[src/rtl/fifo_uart_pkg.sv]
// Shared types and defaults for the FIFO-fed UART transmitter.
// Optional even parity is enabled with macro FIFO_UART_TX_PARITY_EN.
package fifo_uart_pkg;

    localparam int DEFAULT_CLKS_PER_BIT = 16;
    localparam int DEFAULT_DATA_W       = 8;

    // PARITY keeps its code in every build so the encoding never shifts.
    typedef enum logic [2:0] {
        IDLE   = 3'd0,
        POP    = 3'd1,
        LOAD   = 3'd2,
        START  = 3'd3,
        DATA   = 3'd4,
        PARITY = 3'd5,
        STOP   = 3'd6
    } tx_state_t;

endpackage

[src/rtl/fifo_uart_tx_baud_gen.sv]
// Baud counter: counts 0..CLKS_PER_BIT-1 and wraps, ticking on the last count.
// Held at zero (no tick) while clr is high.
module baud_gen #(
    parameter int CLKS_PER_BIT = 16
) (
    input  logic clk,
    input  logic rst,
    input  logic clr,
    output logic bit_tick
);

    localparam int CNT_W = $clog2(CLKS_PER_BIT);
    localparam logic [CNT_W-1:0] LAST = CNT_W'(CLKS_PER_BIT - 1);

    logic [CNT_W-1:0] cnt;

    always_ff @(posedge clk) begin
        if (rst || clr) begin
            cnt <= '0;
        end else if (cnt == LAST) begin
            cnt <= '0;
        end else begin
            cnt <= cnt + 1'b1;
        end
    end

    assign bit_tick = (cnt == LAST) && !clr;

endmodule

[src/rtl/fifo_uart_tx.sv]
// UART transmitter that pops bytes from a synchronous FIFO and sends 8N1 frames.
// Define FIFO_UART_TX_PARITY_EN to insert an even-parity bit between DATA and STOP.
module fifo_uart_tx
    import fifo_uart_pkg::*;
#(
    parameter int CLKS_PER_BIT = DEFAULT_CLKS_PER_BIT,
    parameter int DATA_W       = DEFAULT_DATA_W
) (
    input  logic              clk,
    input  logic              rst,
    input  logic              fifo_empty,
    input  logic [DATA_W-1:0] fifo_rd_data,
    output logic              fifo_rd_en,
    output logic              tx,
    output logic              busy,
    output logic              tx_done
);

    localparam int BIT_W = (DATA_W > 1) ? $clog2(DATA_W) : 1;
    localparam logic [BIT_W-1:0] LAST_BIT = BIT_W'(DATA_W - 1);

    tx_state_t         state;
    tx_state_t         state_next;
    logic [DATA_W-1:0] shreg;
    logic [BIT_W-1:0]  bit_cnt;
    logic              bit_tick;
    logic              baud_clr;
`ifdef FIFO_UART_TX_PARITY_EN
    logic              parity_bit;
`endif

    baud_gen #(
        .CLKS_PER_BIT (CLKS_PER_BIT)
    ) u_baud_gen (
        .clk      (clk),
        .rst      (rst),
        .clr      (baud_clr),
        .bit_tick (bit_tick)
    );

    always_ff @(posedge clk) begin
        if (rst) begin
            state <= IDLE;
        end else begin
            state <= state_next;
        end
    end

    always_ff @(posedge clk) begin
        if (rst) begin
            shreg   <= '0;
            bit_cnt <= '0;
`ifdef FIFO_UART_TX_PARITY_EN
            parity_bit <= 1'b0;
`endif
        end else begin
            case (state)
                LOAD: begin
                    shreg   <= fifo_rd_data;
                    bit_cnt <= '0;
`ifdef FIFO_UART_TX_PARITY_EN
                    parity_bit <= ^fifo_rd_data;
`endif
                end
                DATA: begin
                    if (bit_tick) begin
                        shreg <= shreg >> 1;
                        if (bit_cnt != LAST_BIT) begin
                            bit_cnt <= bit_cnt + 1'b1;
                        end
                    end
                end
                default: ;
            endcase
        end
    end

    always_comb begin
        state_next = state;
        fifo_rd_en = 1'b0;
        tx         = 1'b1;
        busy       = 1'b1;
        tx_done    = 1'b0;
        baud_clr   = 1'b0;
        case (state)
            IDLE: begin
                busy     = 1'b0;
                baud_clr = 1'b1;
                if (!fifo_empty) begin
                    fifo_rd_en = 1'b1;
                    state_next = POP;
                end
            end
            POP: begin
                baud_clr   = 1'b1;
                state_next = LOAD;
            end
            LOAD: begin
                baud_clr   = 1'b1;
                state_next = START;
            end
            START: begin
                tx = 1'b0;
                if (bit_tick) begin
                    state_next = DATA;
                end
            end
            DATA: begin
                tx = shreg[0];
                if (bit_tick && (bit_cnt == LAST_BIT)) begin
`ifdef FIFO_UART_TX_PARITY_EN
                    state_next = PARITY;
`else
                    state_next = STOP;
`endif
                end
            end
            PARITY: begin
`ifdef FIFO_UART_TX_PARITY_EN
                tx = parity_bit;
                if (bit_tick) begin
                    state_next = STOP;
                end
`else
                state_next = IDLE;
`endif
            end
            STOP: begin
                if (bit_tick) begin
                    tx_done    = 1'b1;
                    state_next = IDLE;
                end
            end
            default: begin
                busy       = 1'b0;
                state_next = IDLE;
            end
        endcase
        // A reset cycle already looks like IDLE on the outputs.
        if (rst) begin
            fifo_rd_en = 1'b0;
            tx         = 1'b1;
            busy       = 1'b0;
            tx_done    = 1'b0;
        end
    end

endmodule

[config.mk]
export PLATFORM = sky130hd
export DESIGN_NAME = fifo_uart_tx
export DESIGN_NICKNAME = d
export VERILOG_FILES = /design/src/rtl/fifo_uart_pkg.sv /design/src/rtl/fifo_uart_tx_baud_gen.sv /design/src/rtl/fifo_uart_tx.sv
export SDC_FILE = /design/constraint.sdc
export NUM_CORES = 1
export LEC_CHECK = 0
export BUFFER_PORTS_ARGS = -buffer_cell sky130_fd_sc_hd__buf_2
export CORE_ASPECT_RATIO = 1.1
export CORE_MARGIN = 2
export CORE_UTILIZATION = 40
export CTS_CLUSTER_DIAMETER = 50
export DETAILED_ROUTE_END_ITERATION = 6
export PLACE_DENSITY = 0.67
export SETUP_SLACK_MARGIN = 0.1
export SYNTH_ARGS = -nofsm -noshare
export SYNTH_HDL_FRONTEND = slang
export SYNTH_SLANG_ARGS = --single-unit
[constraint.sdc]
create_clock -name clk -period 2.45 [get_ports clk]
set_clock_uncertainty 0.15 [all_clocks]
set_input_delay 0.1225 -clock clk [delete_from_list [all_inputs] [get_ports clk]]
set_output_delay 0.1225 -clock clk [all_outputs]
set_load 0.02 [all_outputs]
======== Word-level counts from Yosys, hierarchy flattened ========
Cells that the tools add are included.
word-level totals
  flip-flop bits (word level) ............. 18
  bits of input ports ..................... 11
  output and inout bits ................... 4
  word-level logic and storage cells ...... 54
operators by class
  add/sub/neg operators ................... 2
  equal/unequal tests ..................... 15
  multiplexer cells ....................... 21
  reduce and logical (&&, ||, !) cells .... 12
operators by type and width
  cell                                                                    count
  3-bit 2-to-1 mux                                                        6
  3-bit one-hot mux with 6 select lines                                   1
  8-bit one-hot mux with 2 select lines                                   1
  3-bit equality test (second input constant)                             4
  2-bit != test (second input constant)                                   6
  1-bit 2-to-1 mux                                                        10
  8-bit 2-to-1 mux                                                        1
  3-bit by 2-bit equality test with 1-bit output (second input constant)  2
  3-bit one-hot mux with 2 select lines                                   1
  6-bit OR reduction                                                      1
  4-bit by 1-bit adder with 4-bit output (second input constant)          1
  4-bit equality test (second input constant)                             1
  4-bit AND reduction                                                     1
  3-bit by 1-bit adder with 3-bit output (second input constant)          1
  3-bit by 1-bit equality test with 1-bit output (second input constant)  1
  3-bit zero test                                                         1
  3-bit != test (second input constant)                                   1
  3-bit AND reduction                                                     1
  3-bit OR reduction                                                      1
  1-bit logical AND                                                       2
  1-bit one-hot mux with 2 select lines                                   1
  2-bit AND reduction                                                     1
  2-bit nonzero test                                                      1
  2-bit OR reduction                                                      1
  2 further kinds                                                         2

======== Depth between registers and ports, before layout ========
Gate-level depths: netlist of run 1.
  word-level depth ........................ 8
  mapped depth ............................ 6
  depth with buffers taken out ............ 5

======== Modules after synthesis ========
From an unflattened synthesis of run 1, not the netlist that was laid out.
unflattened totals
  cell total of the unflattened synthesis .. 110
  area total of the unflattened synthesis .. 967.2 µm²
by module, submodules not included
  module        times used  cells each  area each (µm²)  seq. area each (µm²)
  fifo_uart_tx  1           94          809.5            280.3
  baud_gen      1           16          157.7            80.1

======== Worst setup path after synthesis of run 1 ========
Ideal clock, no wire load.
  path kind ............................... register -> output
  start point ............................. reg u_baud_gen.cnt[0]
  end point ............................... out tx_done
  data arrival time ....................... 1681 ps
  required time ........................... 2178 ps
  setup slack ............................. 497 ps
  stages on the path, launching flop included .. 7
  path buffers ............................ 2
  cell sequence ........................... dfxtp_1 -> ha_1 -> and3_1 -> buf_2 -> buf_2 -> nand2_1 -> nor4_1
on the way
  word-level cells in the longest chain between the ends .. 5
RTL lines
  element                 line                         source
  start, declared         fifo_uart_tx_baud_gen.sv:15  logic [CNT_W-1:0] cnt;
  start signal, assigned  fifo_uart_tx_baud_gen.sv:23  cnt <= cnt + 1'b1;
  4-bit equality test     fifo_uart_tx_baud_gen.sv:27  assign bit_tick = (cnt == LAST) && !clr;
  1-bit logical AND       fifo_uart_tx_baud_gen.sv:27
  1-bit 2-to-1 mux        fifo_uart_tx.sv:129          if (bit_tick) begin
  1-bit 2-to-1 mux        fifo_uart_tx.sv:85           case (state)
  1-bit 2-to-1 mux        fifo_uart_tx.sv:140          if (rst) begin
  end, declared           fifo_uart_tx.sv:16           output logic tx_done
No other way between the ends.

======== Final worst setup path of run 1 ========
  start point ............................. reg state[2]
  end point ............................... out tx
on the way
  word-level cells in the longest chain between the ends .. 3
  elaborated cells between the ends (all ways) .. 4
  those cells by class .................... eq/ne (2); mux (2)
RTL lines
  element                                                                                       line                 source
  start, declared                                                                               fifo_uart_tx.sv:22   tx_state_t state;
  start signal, assigned                                                                        fifo_uart_tx.sv:45   state <= state_next;
  3-bit equality test / 3-bit by 2-bit equality test with 1-bit output (equally long branches)  fifo_uart_tx.sv:85
  1-bit one-hot mux with 2 select lines *                                                       fifo_uart_tx.sv:85
  1-bit 2-to-1 mux *                                                                            fifo_uart_tx.sv:140
  end, declared                                                                                 fifo_uart_tx.sv:14   output logic tx,
Mark *: on every way between the ends. The rest lies on a longest branch, timed or not.

==> impl_metrics.json, run 1 <==
{
  "run_status": "complete, no violations",
  "clk_pin_slew_worst_paths_ns": 0.10,
  "postLayoutSetupSlackWorst_ns": 0.381,
  "design.portCount": 15,
  "post-route-min-period_ns": 2.07,
  "antenna_violating_nets_left": 0,
  "layout.cells.most_common": "dfxtp_1",
  "maximum_clock_frequency_ghz": 0.483,
  "place.gp.congestion": 0.684,
  "synthesis.nets": 115,
  "synth_cells": 101,
  "hold_path.class": "input port to register",
  "min_delay_path_depth": 3,
  "worstSetupPathType": "register to primary output",
  "worstPathArrival_ns": 1.80,
  "reg2reg_depth": 3,
  "post_cts_resize_count": 0,
  "drive_above_1_share_pct": 19.5,
  "power_switching_share_pct": 29.3,
  "vias": 791,
  "route.detailed.vias_per_inst": 5.53,
  "p_int_mw": 0.435,
  "power.total_mw": 0.616,
  "synth_ff_type": "dfxtp_1",
  "dpl_cell_area_um2": 1030,
  "clock_tree.buffer_depth": 2,
  "antenna_cells_inserted": 0,
  "fp.dieW_um": 50.6,
  "vdd.ir_drop.worst_uv": 278,
  "cts_setup_buffers": 0,
  "synth_area_um2": 955,
  "seq_area_frac_synth_pct": 37.7,
  "critical_path.max_stage_delay_ns": 0.59,
  "power.clock.fraction_pct": 23.2,
  "synth_enable_flop_cells": 0,
  "drv.max_cap_violation_count": 0,
  "first_pass_iters": 4,
  "worst_slew_margin_rel_pct": 61.2,
  "min-delay-start": "fifo_empty",
  "initial_antenna_violation_count": 0,
  "worst_hold_slack_ns": 0.0215,
  "critical_path.cell_chain": "or3b_1 -> o22ai_1 -> nand2b_1 -> buf_2",
  "clock_tree.htree_level_count": 1,
  "r2r_end": "bit_cnt[1]$_SDFFE_PP0P_",
  "finalInstanceArea_um2": 1060,
  "worst-path-max-fanout": 10,
  "route.final.wire_length_mm": 1.78,
  "design.die.area_um2": 2790,
  "hold_violations": 0,
  "layout.nets": 129,
  "share_seq_of_total_power_pct": 57.2,
  "number_of_synthesized_register_bits": 18,
  "timing.critical_path.to_type": "primary output",
  "overflow": 0,
  "critical_path.slowest_cell": "or3b_1",
  "yosys_warnings": 0,
  "core.rowCount": 18,
  "worst_ep_required_time_ns": 2.18,
  "hold_path_end": "state[0]$_SDFFE_PP0P_",
  "placement.setup.worst_slack_ns": 0.565,
  "finalCritPeriodShare_pct": 84.4,
  "chipHeight_um": 55.2,
  "start_kind": "register",
  "setup_repair_after_global_routing_missed_its_margin": "false",
  "timing.final.max_slew_violations": 0,
  "filler_free_cell_count_of_the_finished_design": 143,
  "worst_path_dominant_cell_family": "simple AND/OR/NAND/NOR gates",
  "final_hpwl_from_detailed_placement_mm": 1.23,
  "cts_made_buffers": 3,
  "crit_buf_inv": 1,
  "final-setup-viol-count": 0,
  "remaining_drc_errors": 0,
  "dp.cells": 139,
  "synth.distinct_cells": 33,
  "fin_setup_tns_ns": 0,
  "wire_length_of_the_first_global_routing_pass_mm": 2.95,
  "numPortBuffers": 14,
  "p_sw_mw": 0.180,
  "signed_area_change_from_the_synthesized_netlist_to_the_final_layout_pct": 11.3,
  "leakagePower_nw": 0.447,
  "number_of_global_route_vias_before_repair": 689,
  "core_area_um2": 2250,
  "cts-root-buf": "clkbuf_4",
  "drt_iter0_drc": 17,
  "setup.reg_to_reg.worst_slack_ns": 0.58,
  "comb_power_share_pct": 19.6,
  "synth-async-reset-ratio_pct": 0,
  "hold_buffer_count_at_cts": 1,
  "routedWlPerCell_um": 12.5,
  "clk_latency_ns": 0.29,
  "syn_avg_cell_area_um2": 9.45,
  "clock_sinks": 18,
  "reg2reg_from": "state[2]$_SDFFE_PP0P_",
  "power.density_nw_per_um2": 579,
  "grtUsageTotal_pct": 13.3,
  "grt_max_degree": 25,
  "cts_tree": "yes",
  "postLayoutCoreUtil_pct": 47.2,
  "floorplan.initialDensity_pct": 42.4,
  "most-common-layout-cells": "18 x dfxtp_1, 14 x a211oi_1, 14 x buf_2",
  "timing_worst_slew_pin_value_ns": 0.580
}
## state kept, by name, summed over array words and instances, names as in the netlist
name and cells:
u_baud_gen.cnt 4, shreg 8, state 3, bit_cnt 3
## worst reg2reg max path: stages, from the launching register on
cell	delay (ns)
dfxtp_1	0.50
or3b_1	0.59
o22a_1	0.31
o32ai_1	0.23
## how the worst max path moves through the flow
stage               cells after the start                    startpoint                       to
finish                                  4         state[2]$_SDFFE_PP0P_                       tx
global route                            4         state[2]$_SDFFE_PP0P_                       tx
CTS                                     4         state[2]$_SDFFE_PP0P_                       tx
detailed placement                      3         state[2]$_SDFFE_PP0P_  bit_cnt[1]$_SDFFE_PP0P_
global placement                        3         state[0]$_SDFFE_PP0P_  bit_cnt[1]$_SDFFE_PP0P_
floorplan                               6  u_baud_gen.cnt[0]$_SDFF_PP0_                  tx_done
## routing by layer
| metal | vias up | wire length (µm) | global-route usage, % | part of all wire (%) |
|---|---|---|---|---|
| met5 | - | 0 | 0 | 0 |
| met4 | 0 | 16 | 5.79 | 0.90 |
| met3 | 2 | 61 | 3.24 | 3.4 |
| met2 | 11 | 811 | 19.2 | 46 |
| met1 | 368 | 892 | 18.8 | 50 |
| li1 | 410 | - | - | - |
## synthesized netlist by cell type (3+ instances only)
master    number  area (µm²)
clkbuf_1       4        15.0
mux2i_1        8        80.1
nor4b_1        3        26.3
nor3_1         3        15.0
nand2b_1       5        31.3
ha_1           3        37.5
dfxtp_1       18         360
nor4_1         3        18.8
a211oi_1      14         105
nor2_1         4        15.0
inv_1          4        15.0
## final cells by class
class                   instances  area (µm²)
multi-input cells              71         532
clock buffers                   3        22.5
well taps                      30        37.5
fillers                       219        1190
flip-flops and latches         18         360
repair buffers                 17        95.1
inverters                       4        15.0
## kinds of logic after synthesis
group / count (synthesis) / synth area share (%)
AO/OA/AOI/OAI: 29 / 22.2
AND/OR/NAND/NOR: 29 / 19.4
flip-flops: 18 / 37.7
buffers and inverters: 12 / 6.55
multiplexers: 8 / 8.39
adder cells (fa/ha/maj): 3 / 3.93
XOR/XNOR: 2 / 1.84
## power by group through the flow
| stage | registers (mW) | clock network [mW] | logic (mW) |
|---|---|---|---|
| 3_3_place_gp | 0.356 | 0 | 0.117 |
| 3_5_place_dp | 0.358 | 0 | 0.120 |
| 4_1_cts | 0.351 | 0.147 | 0.122 |
| 6_report | 0.352 | 0.143 | 0.121 |
| 2_1_floorplan | 0.342 | 0 | 0.100 |
| 5_1_grt | 0.356 | 0.164 | 0.134 |
No activity file was read; power rests on OpenSTA's default activity.
==> run 2: changes to the inputs <==
clock period = 2.1 ns   (was 2.45 ns; I/O delays follow)
==> impl_metrics.json, run 2 (same netlist as run 1, synthesis figures left out) <==
{
  "run_status": "complete, but fails checks",
  "failing_checks": "hold timing",
  "timing.critical_path.to_type": "primary output",
  "antenna_cells_inserted": 0,
  "floorplan.initialDensity_pct": 42.4,
  "fin_setup_tns_ns": 0,
  "drt_iter0_drc": 6,
  "leakagePower_nw": 0.484,
  "cts_made_buffers": 3,
  "clk_latency_ns": 0.30,
  "layout.nets": 135,
  "first_pass_iters": 2,
  "signed_area_change_from_the_synthesized_netlist_to_the_final_layout_pct": 19.9,
  "clock_sinks": 18,
  "vdd.ir_drop.worst_uv": 378,
  "power.total_mw": 0.779,
  "hold_violations": 1,
  "worstPathArrival_ns": 1.57,
  "routedWlPerCell_um": 12.5,
  "wire_length_of_the_first_global_routing_pass_mm": 3.26,
  "start_kind": "register",
  "clock_tree.htree_level_count": 1,
  "worst_slew_margin_rel_pct": 70.2,
  "timing_worst_slew_pin_value_ns": 0.435,
  "design.portCount": 15,
  "worst_hold_slack_ns": -0.000853,
  "post-route-min-period_ns": 1.83,
  "maximum_clock_frequency_ghz": 0.547,
  "critical_path.cell_chain": "or3b_4 -> o22ai_1 -> nand2b_1 -> buf_2",
  "route.final.wire_length_mm": 1.88,
  "finalCritPeriodShare_pct": 87.1,
  "worst_ep_required_time_ns": 1.85,
  "registers.top_by_ff_count": "shreg",
  "final-setup-viol-count": 0,
  "cts_tree": "yes",
  "place.gp.congestion": 0.682,
  "reg2reg_depth": 5,
  "reg_top3": "shreg x8, u_baud_gen.cnt x4",
  "drv.max_cap_violation_count": 0,
  "most-common-layout-cells": "16 x dfxtp_1, 14 x a211oi_1, 14 x buf_2",
  "min_delay_path_depth": 3,
  "critical_path.slowest_cell": "or3b_4",
  "clk_pin_slew_worst_paths_ns": 0.11,
  "antenna_violating_nets_left": 0,
  "worstSetupPathType": "register to primary output",
  "final_hpwl_from_detailed_placement_mm": 1.30,
  "vias": 794,
  "grt_max_degree": 25,
  "critical_path.max_stage_delay_ns": 0.49,
  "chipHeight_um": 55.2,
  "grtUsageTotal_pct": 14.9,
  "clock_tree.buffer_depth": 2,
  "core.rowCount": 18,
  "overflow": 0,
  "initial_antenna_violation_count": 0,
  "setup_repair_after_global_routing_missed_its_margin": "false",
  "number_of_global_route_vias_before_repair": 750,
  "fp.dieW_um": 50.6,
  "layout.cells.most_common": "dfxtp_1",
  "largest_register_ffs": 8,
  "design.die.area_um2": 2790,
  "worst-path-max-fanout": 10,
  "power.density_nw_per_um2": 681,
  "cts-root-buf": "clkbuf_4",
  "core_area_um2": 2250,
  "drive_above_1_share_pct": 25.8,
  "timing.final.max_slew_violations": 0,
  "remaining_drc_errors": 0,
  "hold_path.class": "input port to register",
  "route.detailed.vias_per_inst": 5.29,
  "numPortBuffers": 14
}
run 2: final timing paths:
kind | start | to | slack, ns
setup / recovery | state[2]$_SDFFE_PP0P_ | tx | 0.27
hold / removal | fifo_rd_data[4] | shreg[4]$_SDFFE_PP0P_ | -0.0009
setup reg to reg | bit_cnt[0]$_SDFFE_PP0P_ | bit_cnt[0]$_SDFFE_PP0P_ | 0.43
hold reg to reg | u_baud_gen.cnt[0]$_SDFF_PP0_ | u_baud_gen.cnt[0]$_SDFF_PP0_ | 0.32
run 2: area by class of cell:
cell class                 instances  area (µm²)
timing repair buffer              23         148
fill                             227        1110
multi-input combinational         71         546
inverter                           4        15.0
tap                               30        37.5
clock buffer                       4        36.3
sequential                        18         363
run 2: repair_timing:
action / 4_1_cts / 5_1_grt
setup endpoints to repair: 2 / 2
resized for setup: 2 / 4
buffers inserted: 0 / 0
hold buffers: 4 / 0
hold endpoints to repair: 4 / 0
run 2: worst max-delay path, delay by kind of cell (launching register included):
family,cells,cell delay [ns]
buf+inv,1,0.15
simple gates,2,0.55
flops,1,0.42
compound gates,1,0.15
run 2: stage by stage:
stage | cell area [µm²] | util [%] | hold WS, ns | setup WS [ns] | std cells
floorplan | 955 | - | 0.115 | 0.164 | 101
global placement | 1050 | 46.7 | 0.286 | 0.304 | 142
detailed placement | 1050 | 46.7 | 0.285 | 0.218 | 142
CTS | 1130 | 50.3 | 0.000885 | 0.134 | 150
global route | 1140 | 50.8 | 0.00689 | 0.170 | 150
finish | 1140 | 50.8 | -0.000853 | 0.271 | 150
run 2: metal layers:
layer	wire, µm	part of all wire [%]	GRT usage (%)	vias to the layer above
met3	61	3.2	3.24	2
met4	19	1.0	5.79	0
met1	964	51	20.4	353
met5	0	0	0	-
li1	-	-	-	428
met2	836	44	22.6	11
run 2: where the power goes:
part,internal [mW],switching [mW]
logic,0.0751,0.0843
clock network,0.106,0.111
registers,0.375,0.0286
